**src/rtl/sseg_pkg.sv**
```systemverilog
// Shared constants and helpers for the multiplexed seven-segment driver.
package sseg_pkg;

    localparam logic [6:0] SEG_BLANK = 7'b1111111;

    typedef enum logic {
        ST_GUARD = 1'b0,
        ST_SHOW  = 1'b1
    } slot_state_t;

    function automatic int clog2(input int n);
        int r;
        r = 0;
        while ((1 << r) < n) r++;
        return (r < 1) ? 1 : r;
    endfunction

endpackage

```
**src/rtl/BCDtoSSeg.sv**
```systemverilog
// Hex nibble to active-low segments a..g (index 0 = a).
module BCDtoSSeg
    import sseg_pkg::*;
(
    input  logic [3:0] BCD,
    output logic [0:6] SSeg
);

    always_comb begin
        SSeg = SEG_BLANK;
        case (BCD)
            4'h0: SSeg = 7'b0000001;
            4'h1: SSeg = 7'b1001111;
            4'h2: SSeg = 7'b0010010;
            4'h3: SSeg = 7'b0000110;
            4'h4: SSeg = 7'b1001100;
            4'h5: SSeg = 7'b0100100;
            4'h6: SSeg = 7'b0100000;
            4'h7: SSeg = 7'b0001111;
            4'h8: SSeg = 7'b0000000;
            4'h9: SSeg = 7'b0000100;
            4'hA: SSeg = 7'b0001000;
            4'hB: SSeg = 7'b1100000;
            4'hC: SSeg = 7'b0110001;
            4'hD: SSeg = 7'b1000010;
            4'hE: SSeg = 7'b0110000;
            4'hF: SSeg = 7'b0111000;
            default: SSeg = SEG_BLANK;
        endcase
    end

endmodule

```
**src/rtl/sseg_ndisplay.sv**
```systemverilog
// N-digit multiplexed seven-segment scanner with guard blanking,
// decimal points, leading-zero blanking and a per-frame shadow copy.
module sseg_ndisplay
    import sseg_pkg::*;
#(
    parameter int N_DIGITS = 4,
    parameter int DIV      = 100000,
    parameter int GUARD    = 1000
) (
    input  logic                    clk,
    input  logic                    rst,
    input  logic [4*N_DIGITS-1:0]   num,
    input  logic [N_DIGITS-1:0]     dp_in,
    input  logic                    lzb,
    output logic [0:6]              SSeg,
    output logic                    dp,
    output logic [N_DIGITS-1:0]     an,
    output logic                    frame_start
);

    localparam int IW = clog2(N_DIGITS);
    localparam int CW = clog2(DIV);

    localparam logic [CW-1:0] CNT_LAST = CW'(DIV - 1);
    localparam logic [CW-1:0] GUARD_C  = CW'(GUARD);
    localparam logic [IW-1:0] IDX_LAST = IW'(N_DIGITS - 1);

    logic [CW-1:0]           cnt_q, cnt_d;
    logic [IW-1:0]           idx_q, idx_d;
    logic [4*N_DIGITS-1:0]   num_sh_q;
    logic [N_DIGITS-1:0]     dp_sh_q;
    logic                    lzb_sh_q;
    logic [N_DIGITS-1:0]     an_q, an_d;
    logic [0:6]              seg_q, seg_d;
    logic                    dp_q, dp_d;
    logic                    fs_q;

    logic                    frame_edge;
    logic                    cnt_wrap;
    slot_state_t             state;
    logic                    hz;
    logic [N_DIGITS-1:0]     blank;
    logic [3:0]              digit;
    logic                    dp_sel;
    logic                    blank_sel;
    logic                    show;
    logic [0:6]              dec_seg;

    // cnt_q/idx_q describe the slot position being entered on this edge.
    assign frame_edge = (cnt_q == '0) && (idx_q == '0);
    assign cnt_wrap   = (cnt_q == CNT_LAST);
    assign state      = (cnt_q >= GUARD_C) ? ST_SHOW : ST_GUARD;

    always_comb begin
        cnt_d = cnt_wrap ? '0 : cnt_q + 1'b1;
        idx_d = idx_q;
        if (cnt_wrap) begin
            idx_d = (idx_q == IDX_LAST) ? '0 : idx_q + 1'b1;
        end
    end

    // A digit is blanked when it and all digits above it are zero.
    always_comb begin
        hz    = 1'b1;
        blank = '0;
        for (int i = N_DIGITS - 1; i >= 0; i--) begin
            hz = hz && (num_sh_q[4*i +: 4] == 4'd0);
            if (i != 0) blank[i] = lzb_sh_q && hz;
        end
    end

    always_comb begin
        digit     = 4'd0;
        dp_sel    = 1'b0;
        blank_sel = 1'b0;
        for (int i = 0; i < N_DIGITS; i++) begin
            if (IW'(i) == idx_q) begin
                digit     = num_sh_q[4*i +: 4];
                dp_sel    = dp_sh_q[i];
                blank_sel = blank[i];
            end
        end
    end

    BCDtoSSeg u_dec (
        .BCD  (digit),
        .SSeg (dec_seg)
    );

    always_comb begin
        show = (state == ST_SHOW) && !blank_sel;
        for (int i = 0; i < N_DIGITS; i++) begin
            an_d[i] = !(show && (IW'(i) == idx_q));
        end
        seg_d = show ? dec_seg : SEG_BLANK;
        dp_d  = show ? ~dp_sel : 1'b1;
    end

    always_ff @(posedge clk) begin
        if (rst) begin
            cnt_q    <= '0;
            idx_q    <= '0;
            num_sh_q <= '0;
            dp_sh_q  <= '0;
            lzb_sh_q <= 1'b0;
            an_q     <= '1;
            seg_q    <= SEG_BLANK;
            dp_q     <= 1'b1;
            fs_q     <= 1'b0;
        end else begin
            cnt_q <= cnt_d;
            idx_q <= idx_d;
            if (frame_edge) begin
                num_sh_q <= num;
                dp_sh_q  <= dp_in;
                lzb_sh_q <= lzb;
            end
            an_q  <= an_d;
            seg_q <= seg_d;
            dp_q  <= dp_d;
            fs_q  <= frame_edge;
        end
    end

    assign an          = an_q;
    assign SSeg        = seg_q;
    assign dp          = dp_q;
    assign frame_start = fs_q;

endmodule

```
**config.mk**
```make
export PLATFORM = sky130hd
export DESIGN_NAME = sseg_ndisplay
export DESIGN_NICKNAME = d
export VERILOG_FILES = /design/src/rtl/sseg_pkg.sv /design/src/rtl/BCDtoSSeg.sv /design/src/rtl/sseg_ndisplay.sv
export SDC_FILE = /design/constraint.sdc
export NUM_CORES = 1
export LEC_CHECK = 0
export BUFFER_PORTS_ARGS = -buffer_cell sky130_fd_sc_hd__buf_2
export CORE_ASPECT_RATIO = 1.2
export CORE_MARGIN = 4
export CORE_UTILIZATION = 51
export CTS_CLUSTER_DIAMETER = 120
export DETAILED_ROUTE_END_ITERATION = 10
export GPL_TIMING_DRIVEN = 1
export PLACE_DENSITY = 0.75
export SLEW_MARGIN = 20
export SYNTH_ARGS = -nofsm -noshare
export SYNTH_HDL_FRONTEND = slang
export SYNTH_SLANG_ARGS = --single-unit
```
**constraint.sdc**
```tcl
create_clock -name clk -period 2.27 [get_ports clk]
set_input_delay 0.3405 -clock clk [delete_from_list [all_inputs] [get_ports clk]]
set_output_delay 0.3405 -clock clk [all_outputs]
set_load 0.02 [all_outputs]
```
==> results.yml <==
sta:
  clock_skew_ps: 8.95
  tns_ps: 0
  timing.final.ws_setup_ps: 172
  finalHoldViolCount: 0
  max_freq_mhz: 477
  slew_headroom_pct: 59.7
  tightestPinTransition_ps: 599
  final_max_slew_viol_count: 0
  min_period_over_period_pct: 92.4
  grt_setup_unrepaired: "false"
  min_period_ps: 2100
  setup-violations-final: 0
  hold_slack_ps: 273
yosys:
  post_synth_num_cell_types: 39
  syn_inst: 299
  ys_warn_count: 0
  syn-cell-area_um2: 2420
  avgSynthCellArea_um2: 8.09
  synth_fp_nets: 334
  ys_seq_area_share_pct: 43.8
  ys_seq_elements: 53
place:
  dp_cells: 387
  preCtsSetupSlack_ps: 24.9
  dpl.hpwl_mm: 3.67
  numPortBuffers: 35
  place.gp.congestion: 0.848
cells_and_area:
  regArea_um2: 1060
  most-common-layout-cells: "70 x nand2_1, 51 x dfxtp_1, 35 x buf_2"
  fill_cells: 441
  layout_commonest_cell: "nand2_1"
  multi_input_area_um2: 1300
  layout.nets: 371
  antennaDiodeCount: 0
  final_cells: 395
  areaGrowthSynthToFinish_pct: 16.6
  drive_above_1_share_pct: 20.5
floorplan:
  ios: 36
  dieArea_um2: 5920
  die_w_um: 70.9
  initial_core_util_pct: 52.7
  core-area_um2: 4590
  row_count: 27
  die_y_um: 83.5
clock_tree:
  clk_path_buf_depth: 2
  htreeDepth: 2
  clkTransAtPathRegs_ps: 90
  cts.sink_count: 53
  clockRootBuffer: "clkbuf_8"
  cts_tree: "yes"
  cts.hold.buffers_added: 0
  clock_latency_ps: 300
  cts_setup_buffers: 0
  cts_buffers: 5
critical_path:
  crit_top_cell: "buf_4"
  crit_type: "flip-flop to flip-flop"
  cp.required_ps: 2480
  end_kind: "flip-flop"
  crit_chain: "inv_2 > ha_4 > buf_4 > nand3b_1 > a221oi_2 > buf_4 > ha_2 > or2_2 > nor2_1 > o31ai_1"
  worst_setup_path_start_kind: "flip-flop"
  cp_slowest_cell: "dfxtp_2"
  r2r_cells: 10
  slowest_delay_ps: 370
  arrival_ps: 2310
  critPathMaxFanout: 9
power:
  ir_drop_mv: 0.401
  p_leak_nw: 1.11
  power_density_nw_per_um2: 634
  power_w: 0.00179
run_status:
  status: "complete, no violations"
detailed_routing:
  vias: 2093
  drt_iter0_drc: 150
  wl_per_cell_um: 12.7
  post_drt_via_cell_ratio: 5.30
  ant_nets: 0
  post-route-drc-count: 0
  firstDrtPassIters: 4
  routed_wl_mm: 5.00
job:
  max_cap_violations: 0
global_routing:
  grt_pass1_wl_mm: 8.52
  grt_max_degree: 27
  antenna_found_initial: 0
  grt_use_total_pct: 17.3
  grt_pass1_vias: 2055
  grt_overflow: 0
hold_path:
  hold_class: "primary input to flip-flop"
  holdPathStages: 3
[Yosys cell counts]
library cell / number / area, µm²
a211oi_1: 2 / 15.0
a221o_1: 1 / 10.0
or2_2: 1 / 6.26
buf_4: 1 / 7.51
buf_2: 3 / 15.0
a22oi_1: 1 / 7.51
or4_4: 1 / 11.3
a21oi_1: 29 / 145
mux2i_1: 2 / 20.0
nor3_1: 7 / 35.0
nor2b_1: 3 / 18.8
xnor2_1: 6 / 52.6
nand3_1: 9 / 45.0
inv_1: 10 / 37.5
and2_1: 1 / 6.26
nor3b_1: 6 / 45.0
and4_4: 1 / 11.3
o211ai_1: 4 / 30.0
a311o_1: 2 / 20.0
nor2_1: 25 / 93.8
dfxtp_1: 53 / 1060
nand2_1: 70 / 263
a221oi_1: 1 / 8.76
o21ai_0: 4 / 20.0
nand3b_1: 5 / 37.5
xor2_1: 8 / 70.1
nand2b_1: 1 / 6.26
ha_1: 12 / 150
nor4b_1: 1 / 8.76
and3_1: 3 / 18.8
nand4_1: 2 / 12.5
a311oi_1: 1 / 8.76
o311ai_0: 1 / 8.76
o31ai_1: 1 / 7.51
nor4_1: 5 / 31.3
nand2_2: 1 / 6.26
or4_1: 1 / 7.51
clkbuf_1: 11 / 41.3
or3_1: 3 / 18.8
[final timing paths]
kind                            startpoint            to  slack [ps]
worst min register to register  dp_sh_q[1]    dp_sh_q[1]         470
worst max register to register    idx_q[1]       SSeg[0]         170
worst max-delay path              idx_q[1]       SSeg[0]         170
worst min-delay path               num[13]  num_sh_q[13]         270
[cells by family after synthesis]
kind of cell	count (synthesis)	share of synthesized area (%)
buffers and inverters	25	4.19
and+or+nand+nor	146	28.2
muxes	2	0.827
AOI/OAI and AO/OA	47	11.6
DFF	53	43.8
xor gates and xnor gates	14	5.07
adders and majority gates	12	6.20
[state kept, by name, summed over array words and instances, names as in the netlist]
register     count
SSeg             7
an               4
cnt_q           17
dp               1
dp_sh_q          4
frame_start      1
idx_q            2
lzb_sh_q         1
num_sh_q        16
[cell type report]
class / count / share of cell area [%]
Multi-Input combinational cell: 221 / 46.0
Sequential cell: 53 / 37.7
Timing Repair Buffer: 45 / 8.87
Clock buffer: 7 / 3.41
Tap cell: 58 / 2.57
Inverter: 10 / 1.33
Clock inverter: 1 / 0.177
[timing repair]
item,in CTS,in global routing
pin swaps,0,3
gates resized for setup,1,11
endpoints found under the setup margin,1,4
[critical path, delay by kind of cell (launching register included)]
family | cells | cell delay, ps
adders and majority gates | 2 | 380
DFF | 1 | 370
and+or+nand+nor | 3 | 330
AOI/OAI and AO/OA | 2 | 550
buffers and inverters | 3 | 390
[stage by stage]
stage                     util (%)  area [µm²]
after detailed placement      58.6        2690
final                         61.4        2820
after global placement        58.6        2690
after global routing          61.4        2820
after floorplan                  -        2430
after CTS                     60.8        2790
[metal layers]
| metal | GRT usage [%] | vias up | wire (µm) |
|---|---|---|---|
| met3 | 3.01 | 9 | 208 |
| met4 | 7.01 | 0 | 101 |
| li1 | - | 1082 | - |
| met1 | 18.6 | 959 | 2020 |
| met5 | 0 | - | 0 |
| met2 | 32.7 | 43 | 2670 |
[report_power, final]
part,switching (W),internal (W)
clock network,0.000278,0.000276
logic,0.000135,0.0000980
registers,0.0000339,0.000970
total,0.000447,0.00134
No activity file was read; power rests on OpenSTA's default activity.
